File: config.mk
export PLATFORM = sky130hd
export DESIGN_NAME = instr_step_sequencer_flat
export DESIGN_NICKNAME = d
export VERILOG_FILES = /design/src/rtl/instr_step_sequencer_if.sv /design/src/rtl/instr_step_sequencer.sv /design/src/flat_wrapper.sv
export SDC_FILE = /design/constraint.sdc
export NUM_CORES = 1
export LEC_CHECK = 0
export BUFFER_PORTS_ARGS = -buffer_cell sky130_fd_sc_hd__buf_2
export CAP_MARGIN = 20
export CORE_MARGIN = 4
export CORE_UTILIZATION = 47
export DETAILED_ROUTE_END_ITERATION = 12
export PLACE_DENSITY = 0.76
export SLEW_MARGIN = 0
export SYNTH_ARGS = -nofsm -noshare
export SYNTH_HDL_FRONTEND = slang
export SYNTH_SLANG_ARGS = --single-unit
File: constraint.sdc
create_clock -name clk -period 1.8 [get_ports clk]
set_clock_uncertainty 0.1 [all_clocks]
set_input_delay 0.27 -clock clk [delete_from_list [all_inputs] [get_ports clk]]
set_output_delay 0.27 -clock clk [all_outputs]
set_load 0.02 [all_outputs]
File: src/rtl/instr_step_sequencer_if.sv
// Instruction handshake between the fetch stage and the step sequencer.
// The master offers an instruction word with instr_valid. The slave reports
// instr_ready when it can latch that word in the current cycle.
interface instr_step_sequencer_if #(
    parameter int IR_W = 6
);
    logic            instr_valid;
    logic            instr_ready;
    logic [IR_W-1:0] instr;

    modport master (
        output instr_valid,
        output instr,
        input  instr_ready
    );

    modport slave (
        input  instr_valid,
        input  instr,
        output instr_ready
    );
endinterface

File: src/rtl/instr_step_sequencer.sv
// Control-step sequencer for the 4-bit CPU.
// It latches one instruction from the handshake, then walks the step count
// T0..T3 for the datapath. step[1] feeds decoder w1 and step[0] feeds w0.
// mv/mvi finish after step 01. add/sub finish after step 11.
module instr_step_sequencer #(
    parameter int IR_W  = 6,
    parameter int CNT_W = 8
) (
    input  logic                    clk,
    input  logic                    resetn,
    instr_step_sequencer_if.slave   bus,
    input  logic                    hold,
    output logic [1:0]              step,
    output logic [IR_W-1:0]         ir,
    output logic                    busy,
    output logic                    done,
    output logic [CNT_W-1:0]        retired
);

    localparam logic [0:0] ST_IDLE = 1'b0;
    localparam logic [0:0] ST_EXEC = 1'b1;

    logic [0:0] state;
    logic [1:0] last_step;

    // The top opcode bit separates the two-step moves from the four-step ALU ops.
    assign last_step = ir[IR_W-1] ? 2'b11 : 2'b01;

    // Acceptance depends only on state and stall, so upstream sees no valid->ready path.
    assign bus.instr_ready = (state == ST_IDLE) && !hold;

    // busy comes straight from the state flop, so it is a registered output.
    assign busy = (state == ST_EXEC);

    // Sequencing state. Reset wins over everything, and hold freezes execution.
    always_ff @(posedge clk) begin
        if (!resetn) begin
            state   <= ST_IDLE;
            step    <= 2'b00;
            ir      <= '0;
            done    <= 1'b0;
            retired <= '0;
        end else begin
            done <= 1'b0;
            case (state)
                ST_IDLE: begin
                    if (bus.instr_valid && bus.instr_ready) begin
                        ir    <= bus.instr;
                        state <= ST_EXEC;
                        step  <= 2'b01;
                    end
                end
                ST_EXEC: begin
                    if (!hold) begin
                        if (step == last_step) begin
                            state   <= ST_IDLE;
                            step    <= 2'b00;
                            done    <= 1'b1;
                            retired <= retired + CNT_W'(1);
                        end else begin
                            step <= step + 2'b01;
                        end
                    end
                end
                default: begin
                    state <= ST_IDLE;
                    step  <= 2'b00;
                end
            endcase
        end
    end

endmodule

File: src/flat_wrapper.sv
// flat-port wrapper written by rule: the top's interface ports become plain ports
module instr_step_sequencer_flat 
#(
    parameter int IR_W  = 6,
    parameter int CNT_W = 8
)
  (clk, resetn, hold, step, ir, busy, done, retired, bus_instr_valid, bus_instr, bus_instr_ready);
  instr_step_sequencer_if #(.IR_W(IR_W)) bus_i ();
  input  logic clk;
  input  logic resetn;
  input  logic hold;
  output logic [1:0] step;
  output logic [IR_W-1:0] ir;
  output logic busy;
  output logic done;
  output logic [CNT_W-1:0] retired;
  input wire logic [$bits(bus_i.instr_valid)-1:0] bus_instr_valid;
  input wire logic [$bits(bus_i.instr)-1:0] bus_instr;
  output wire logic [$bits(bus_i.instr_ready)-1:0] bus_instr_ready;
  assign bus_i.instr_valid = bus_instr_valid;
  assign bus_i.instr = bus_instr;
  assign bus_instr_ready = bus_i.instr_ready;
  instr_step_sequencer #(.IR_W(IR_W), .CNT_W(CNT_W)) u_core (.clk(clk), .resetn(resetn), .bus(bus_i), .hold(hold), .step(step), .ir(ir), .busy(busy), .done(done), .retired(retired));
endmodule
==> impl_metrics.py, run 1 <==
metrics = {
    "status": {
        "run_status": "complete, no violations",
    },
    "die": {
        "num_io_pins": 29,
        "die_x_um": 49.9,
        "core_area_sq_mm": 0.00158,
        "die_area_sq_mm": 0.00249,
        "initial_core_util_pct": 52.3,
        "row_count": 14,
        "die_y_um": 49.9,
    },
    "timing": {
        "final_max_slew_viol_count": 0,
        "rsz0062_at_grt": "no",
        "period_needed_ns": 1.59,
        "min_period_over_period_pct": 88.1,
        "setup_ws_ns": 0.214,
        "tightestPinTransition_ns": 0.446,
        "slew_headroom_pct": 70.2,
        "setup_viol": 0,
        "hold_viol_final": 0,
        "max_freq_mhz": 630,
        "setup_tns_ns": 0,
    },
    "global_route": {
        "grt_overflow": 0,
        "grt_max_degree": 16,
        "track_usage_pct": 15.7,
        "grt_pass1_wl_mm": 3.03,
        "grt_pass1_vias": 678,
        "grt_antenna_before_repair": 0,
    },
    "clocking": {
        "clkTransAtPathRegs_ns": 0.10,
        "cts.sinks": 18,
        "clk_latency_ns": 0.30,
        "cts-resized-gates": 0,
        "ctsHoldBuffers": 0,
        "numCtsBuffers": 3,
        "post_cts_buffers": 0,
        "cts-root-buf": "clkbuf_4",
        "tritoncts": "done",
        "htree_levels": 1,
        "clk_path_buf_depth": 2,
    },
    "detailed_routing": {
        "final_antenna_net_count": 0,
        "drc": 0,
        "vias": 749,
        "wire_per_inst_um": 13.1,
        "drt-pass1-iter-count": 4,
        "viasPerCell": 5.55,
        "wl_mm": 1.77,
        "drt_iter0_markers": 7,
    },
    "placement": {
        "port_buffers": 28,
        "place.gp.congestion": 0.783,
        "dp_hpwl_mm": 1.29,
        "pre_cts_slack_ns": 0.233,
    },
    "setup_path": {
        "reg2regPathDepth": 4,
        "crit_fanout": 8,
        "max_stage_delay_ns": 0.45,
        "required_ns": 1.94,
        "r2r-end": "u_core.retired[6]",
        "startpoint_type": "register",
        "reg2reg_slack_ns": 0.21,
        "reg2reg_from": "u_core.busy",
        "startpoint": "u_core.busy",
        "critical_path_arrival_ns": 1.72,
        "crit_path_cell_trace": "nand3b_1 -> buf_4 -> nor4_2 -> mux2i_1",
        "end_kind": "register",
        "worstSetupPathType": "reg2reg",
        "endpoint": "u_core.retired[6]",
        "cp_slowest_cell": "dfxtp_1",
    },
    "synth": {
        "synthXorXnorAreaFrac_pct": 2.12,
        "syn_area_per_cell_sq_um": 9.48,
        "synth-seq-cells": 18,
        "synth_compound_area_share_pct": 10.2,
        "syn_nets": 98,
        "synthSimpleGateAreaFrac_pct": 26.7,
        "yosysTopAreaCell": "dfxtp_1",
        "synth_fa_ha_area_share_pct": 1.52,
        "synth_warnings": 0,
        "synth_top_family_by_area": "simple AND/OR/NAND/NOR gates",
        "ys_types": 27,
        "synth.mux.area_fraction_pct": 10.9,
        "synth_top_area_share_pct": 43.7,
        "seq_area_frac_synth_pct": 43.7,
        "syn_inst": 87,
        "synth_area_leaders": "dfxtp_1 (44%), mux2i_1 (11%), a21oi_1 (3.6%)",
        "synthesis.area_sq_um": 825,
    },
    "power_and_ir_drop": {
        "peakVddDrop_uv": 440,
        "p_leak_nw": 0.440,
        "cellPowerDensity_mw_per_mm2": 736,
    },
    "flow_run": {
        "max-cap-violations": 0,
    },
    "cells_and_area": {
        "fin_util_pct": 65.1,
        "drive_gt1_share_pct": 32.8,
        "nets": 131,
        "diodes": 0,
        "areaGrowthSynthToFinish_pct": 24.4,
        "fillCellCount": 133,
    },
    "min_path": {
        "worst_hold_path_type": "in2reg",
    },
}
sequential cells by signal, indices dropped and copies added, names as in the netlist:
register	count
u_core.busy	1
u_core.retired	8
u_core.ir	6
u_core.done	1
u_core.step	2
cell families after synthesis:
family	count (synthesis)
DFF	18
xor gates and xnor gates	2
buffers and inverters	8
and+or+nand+nor	35
adders and majority gates	1
AOI/OAI and AO/OA	14
muxes	9
where the power goes:
part           internal (mW)  switching (mW)  total [mW]
Clock                  0.123           0.126       0.249
Combinational         0.0352          0.0513      0.0866
Sequential             0.409         0.00998       0.419
Total                  0.568           0.187       0.755
stage by stage:
| step | area, sq um | instances | total power, mW | hold slack [ns] |
|---|---|---|---|---|
| 2_1_floorplan | 825 | 87 | 0.481 | 0.317 |
| 3_3_place_gp | 990 | 131 | 0.512 | 0.351 |
| 3_5_place_dp | 990 | 131 | 0.514 | 0.369 |
| 4_1_cts | 1030 | 135 | 0.760 | 0.103 |
| 5_1_grt | 1030 | 135 | 0.793 | 0.105 |
| 6_report | 1030 | 135 | 0.755 | 0.101 |
Yosys cell counts:
library cell	instances
nand2b_1	4
xnor2_1	1
nor4_4	1
nand4_1	2
and3b_1	1
nor3b_1	1
a21oi_1	6
dfxtp_1	18
buf_6	1
or4_1	3
nor3_1	1
inv_1	4
o21ai_0	3
nand3b_1	2
xor2_1	1
nand2_1	4
nand3_1	4
mux2i_1	9
a221oi_1	1
nor4_2	2
buf_2	2
buf_1	1
ha_1	1
o31ai_1	3
or3_1	2
nor2_1	8
a211oi_1	1
critical path, delay by kind of cell, from the launching register on:
family                 cells  cell delay, ns
flip-flops                 1            0.45
multiplexers               1            0.21
buffers and inverters      1            0.24
AND/OR/NAND/NOR            2            0.53
routing by layer:
metal | share of wire [%] | global-route usage, % | vias up
li1 | - | - | 379
met1 | 43 | 18.2 | 339
met2 | 47 | 26.0 | 24
met3 | 6.3 | 3.31 | 7
met4 | 3.1 | 9.68 | 0
met5 | 0 | 0 | -
worst min-delay path by stage:
stage | start | to | slack (ns) | cells past startpoint
CTS | bus_instr[4] | u_core.ir[4] | 0.10 | 3
floorplan | bus_instr[0] | u_core.ir[0] | 0.32 | 2
global route | bus_instr[4] | u_core.ir[4] | 0.10 | 3
finish | bus_instr[4] | u_core.ir[4] | 0.10 | 3
global placement | u_core.retired[7] | u_core.retired[7] | 0.35 | 2
detailed placement | u_core.retired[7] | u_core.retired[7] | 0.37 | 2
layout make-up:
type,count,area (sq um),share of cell area [%]
multi-input cells,61,424,41.3
flip-flops and latches,18,360,35.1
clock buffers,4,36.3,3.54
repair buffers,32,170,16.6
well taps,16,20.0,1.95
inverters,4,15.0,1.46
placed cells by master, fill, tap and decap left out, drive strengths merged, types with 2 or more instances in the layout:
cell    count
buf        32
dfxtp      18
mux2i       9
nor2        8
a21oi       6
inv         4
nand2       4
nand2b      4
nand3       4
clkbuf      4
o31ai       3
or4         3
o21ai       3
nor4        3
nand3b      2
nand4       2
or3         2
(Power assumes the default switching activity.)
==> run 2, diff against run 1 <==
--- a/config.mk
+++ b/config.mk
@@ -5,11 +5,13 @@
 export SDC_FILE = /design/constraint.sdc
 export NUM_CORES = 1
 export LEC_CHECK = 0
-export BUFFER_PORTS_ARGS = -buffer_cell sky130_fd_sc_hd__buf_2
+export BUFFER_PORTS_ARGS = -buffer_cell sky130_fd_sc_hd__buf_4
 export CAP_MARGIN = 20
 export CORE_MARGIN = 4
 export CORE_UTILIZATION = 47
+export CTS_CLUSTER_SIZE = 12
 export DETAILED_ROUTE_END_ITERATION = 12
+export MAX_ROUTING_LAYER = met4
 export PLACE_DENSITY = 0.76
 export SLEW_MARGIN = 0
 export SYNTH_ARGS = -nofsm -noshare
==> impl_metrics.py, run 2 (synthesis gave the netlist of run 1 again) <==
metrics = {
    "status": {
        "run_status": "complete, no violations",
    },
    "cells_and_area": {
        "fillCellCount": 116,
        "mostFrequentLayoutCell": "buf_4",
        "top_register": "u_core.retired",
        "fin_util_pct": 70.8,
        "nets": 132,
        "drive_gt1_share_pct": 33.3,
        "stdcell_area_sq_mm": 0.00112,
        "diodes": 0,
        "final_cell_mix": "buf_4 (32), dfxtp_1 (18), mux2i_1 (9)",
        "areaGrowthSynthToFinish_pct": 35.4,
        "largest_register_ffs": 8,
        "top_regs": "u_core.retired (8), u_core.ir (6), u_core.step (2)",
    },
    "min_path": {
        "worstHoldStart": "bus_instr[2]",
        "min_to": "u_core.ir[2]",
        "worst_hold_path_type": "in2reg",
        "holdPathStages": 3,
    },
    "detailed_routing": {
        "wire_per_inst_um": 12.9,
        "drt_iter0_markers": 8,
        "wl_mm": 1.76,
        "viasPerCell": 5.55,
        "vias": 755,
        "drt-pass1-iter-count": 4,
        "final_antenna_net_count": 0,
        "drc": 0,
    },
    "setup_path": {
        "crit_path_cell_trace": "xor2_1 -> buf_12 -> or4_1 -> a21oi_1",
        "worstSetupPathType": "reg2reg",
        "startpoint_type": "register",
        "cp_slowest_cell": "or4_1",
        "critical_path_arrival_ns": 1.68,
        "reg2regPathDepth": 4,
        "reg2reg_slack_ns": 0.24,
        "max_stage_delay_ns": 0.50,
        "reg2reg_from": "u_core.ir[5]",
        "end_kind": "register",
        "r2r-end": "u_core.retired[3]",
        "crit_fanout": 13,
        "required_ns": 1.92,
    },
    "die": {
        "row_count": 14,
        "initial_core_util_pct": 52.3,
        "die_area_sq_mm": 0.00249,
        "core_area_sq_mm": 0.00158,
        "die_y_um": 49.9,
        "die_x_um": 49.9,
        "num_io_pins": 29,
    },
    "placement": {
        "pre_cts_slack_ns": 0.265,
        "dp_hpwl_mm": 1.36,
        "placed_area_sq_mm": 0.00108,
        "place.gp.congestion": 0.763,
        "port_buffers": 28,
    },
    "timing": {
        "tightestPinTransition_ns": 0.467,
        "min_period_over_period_pct": 86.4,
        "final_max_slew_viol_count": 0,
        "period_needed_ns": 1.56,
        "hold_ws_ns": 0.116,
        "rsz0062_at_grt": "no",
        "setup_ws_ns": 0.245,
        "slew_headroom_pct": 68.8,
        "max_freq_mhz": 643,
        "setup_viol": 0,
        "hold_viol_final": 0,
        "setup_tns_ns": 0,
    },
    "global_route": {
        "grt_pass1_vias": 750,
        "grt_max_degree": 16,
        "track_usage_pct": 16.7,
        "grt_overflow": 0,
        "grt_pass1_wl_mm": 3.18,
        "grt_antenna_before_repair": 0,
    },
    "clocking": {
        "clk_path_buf_depth": 2,
        "ctsHoldBuffers": 0,
        "cts.sinks": 18,
        "clkTransAtPathRegs_ns": 0.10,
        "numCtsBuffers": 3,
        "htree_levels": 1,
        "clk_latency_ns": 0.29,
        "tritoncts": "done",
        "cts-resized-gates": 0,
        "cts-root-buf": "clkbuf_4",
        "post_cts_buffers": 0,
    },
    "power_and_ir_drop": {
        "cellPowerDensity_mw_per_mm2": 688,
        "peakVddDrop_uv": 489,
        "p_leak_nw": 0.456,
    },
    "flow_run": {
        "max-cap-violations": 0,
    },
}
## run 2: cell types whose count changed in the layout (fill, tap and decap cells not counted)
| cell | delta |
|---|---|
| buf_12 | +1 |
| buf_2 | -28 |
| buf_4 | +28 |
## run 2: stage by stage
stage / cells / total power, mW
after floorplan: 87 / 0.481
after global routing: 136 / 0.798
after detailed placement: 132 / 0.532
after global placement: 132 / 0.529
final: 136 / 0.768
after CTS: 136 / 0.772
## run 2: area by class of cell
type | count | area, sq um | share of cell area [%]
Sequential cell | 18 | 360 | 32.3
Timing Repair Buffer | 33 | 260 | 23.3
Multi-Input combinational cell | 61 | 424 | 38.0
Clock buffer | 4 | 36.3 | 3.25
Tap cell | 16 | 20.0 | 1.79
Inverter | 4 | 15.0 | 1.35
## run 2: layer usage
layer	share of wire [%]	GRT usage, %
met5	0	-
met4	0.74	4.15
met3	6.7	6.02
met2	47	29.1
met1	46	18.0
## run 2: power breakdown
part / total (mW) / leakage (nW) / internal [mW] / switching (mW)
clock network: 0.245 / 0.0210 / 0.123 / 0.122
registers: 0.419 / 0.146 / 0.409 / 0.00987
logic: 0.104 / 0.289 / 0.0506 / 0.0532
## run 2: worst max-delay path: cells and delay by family, from the launching register on
family | cells | cell delay (ns)
and+or+nand+nor | 1 | 0.50
xor gates and xnor gates | 1 | 0.20
AOI/OAI and AO/OA | 1 | 0.14
DFF | 1 | 0.38
buffers and inverters | 1 | 0.16
## run 2: worst max-delay path by stage
stage,start,end
2_1_floorplan,u_core.retired[0],u_core.retired[2]
3_5_place_dp,hold,u_core.retired[7]
3_3_place_gp,hold,u_core.retired[7]
5_1_grt,u_core.busy,u_core.retired[7]
4_1_cts,u_core.ir[5],u_core.retired[3]
6_report,u_core.ir[5],u_core.retired[3]
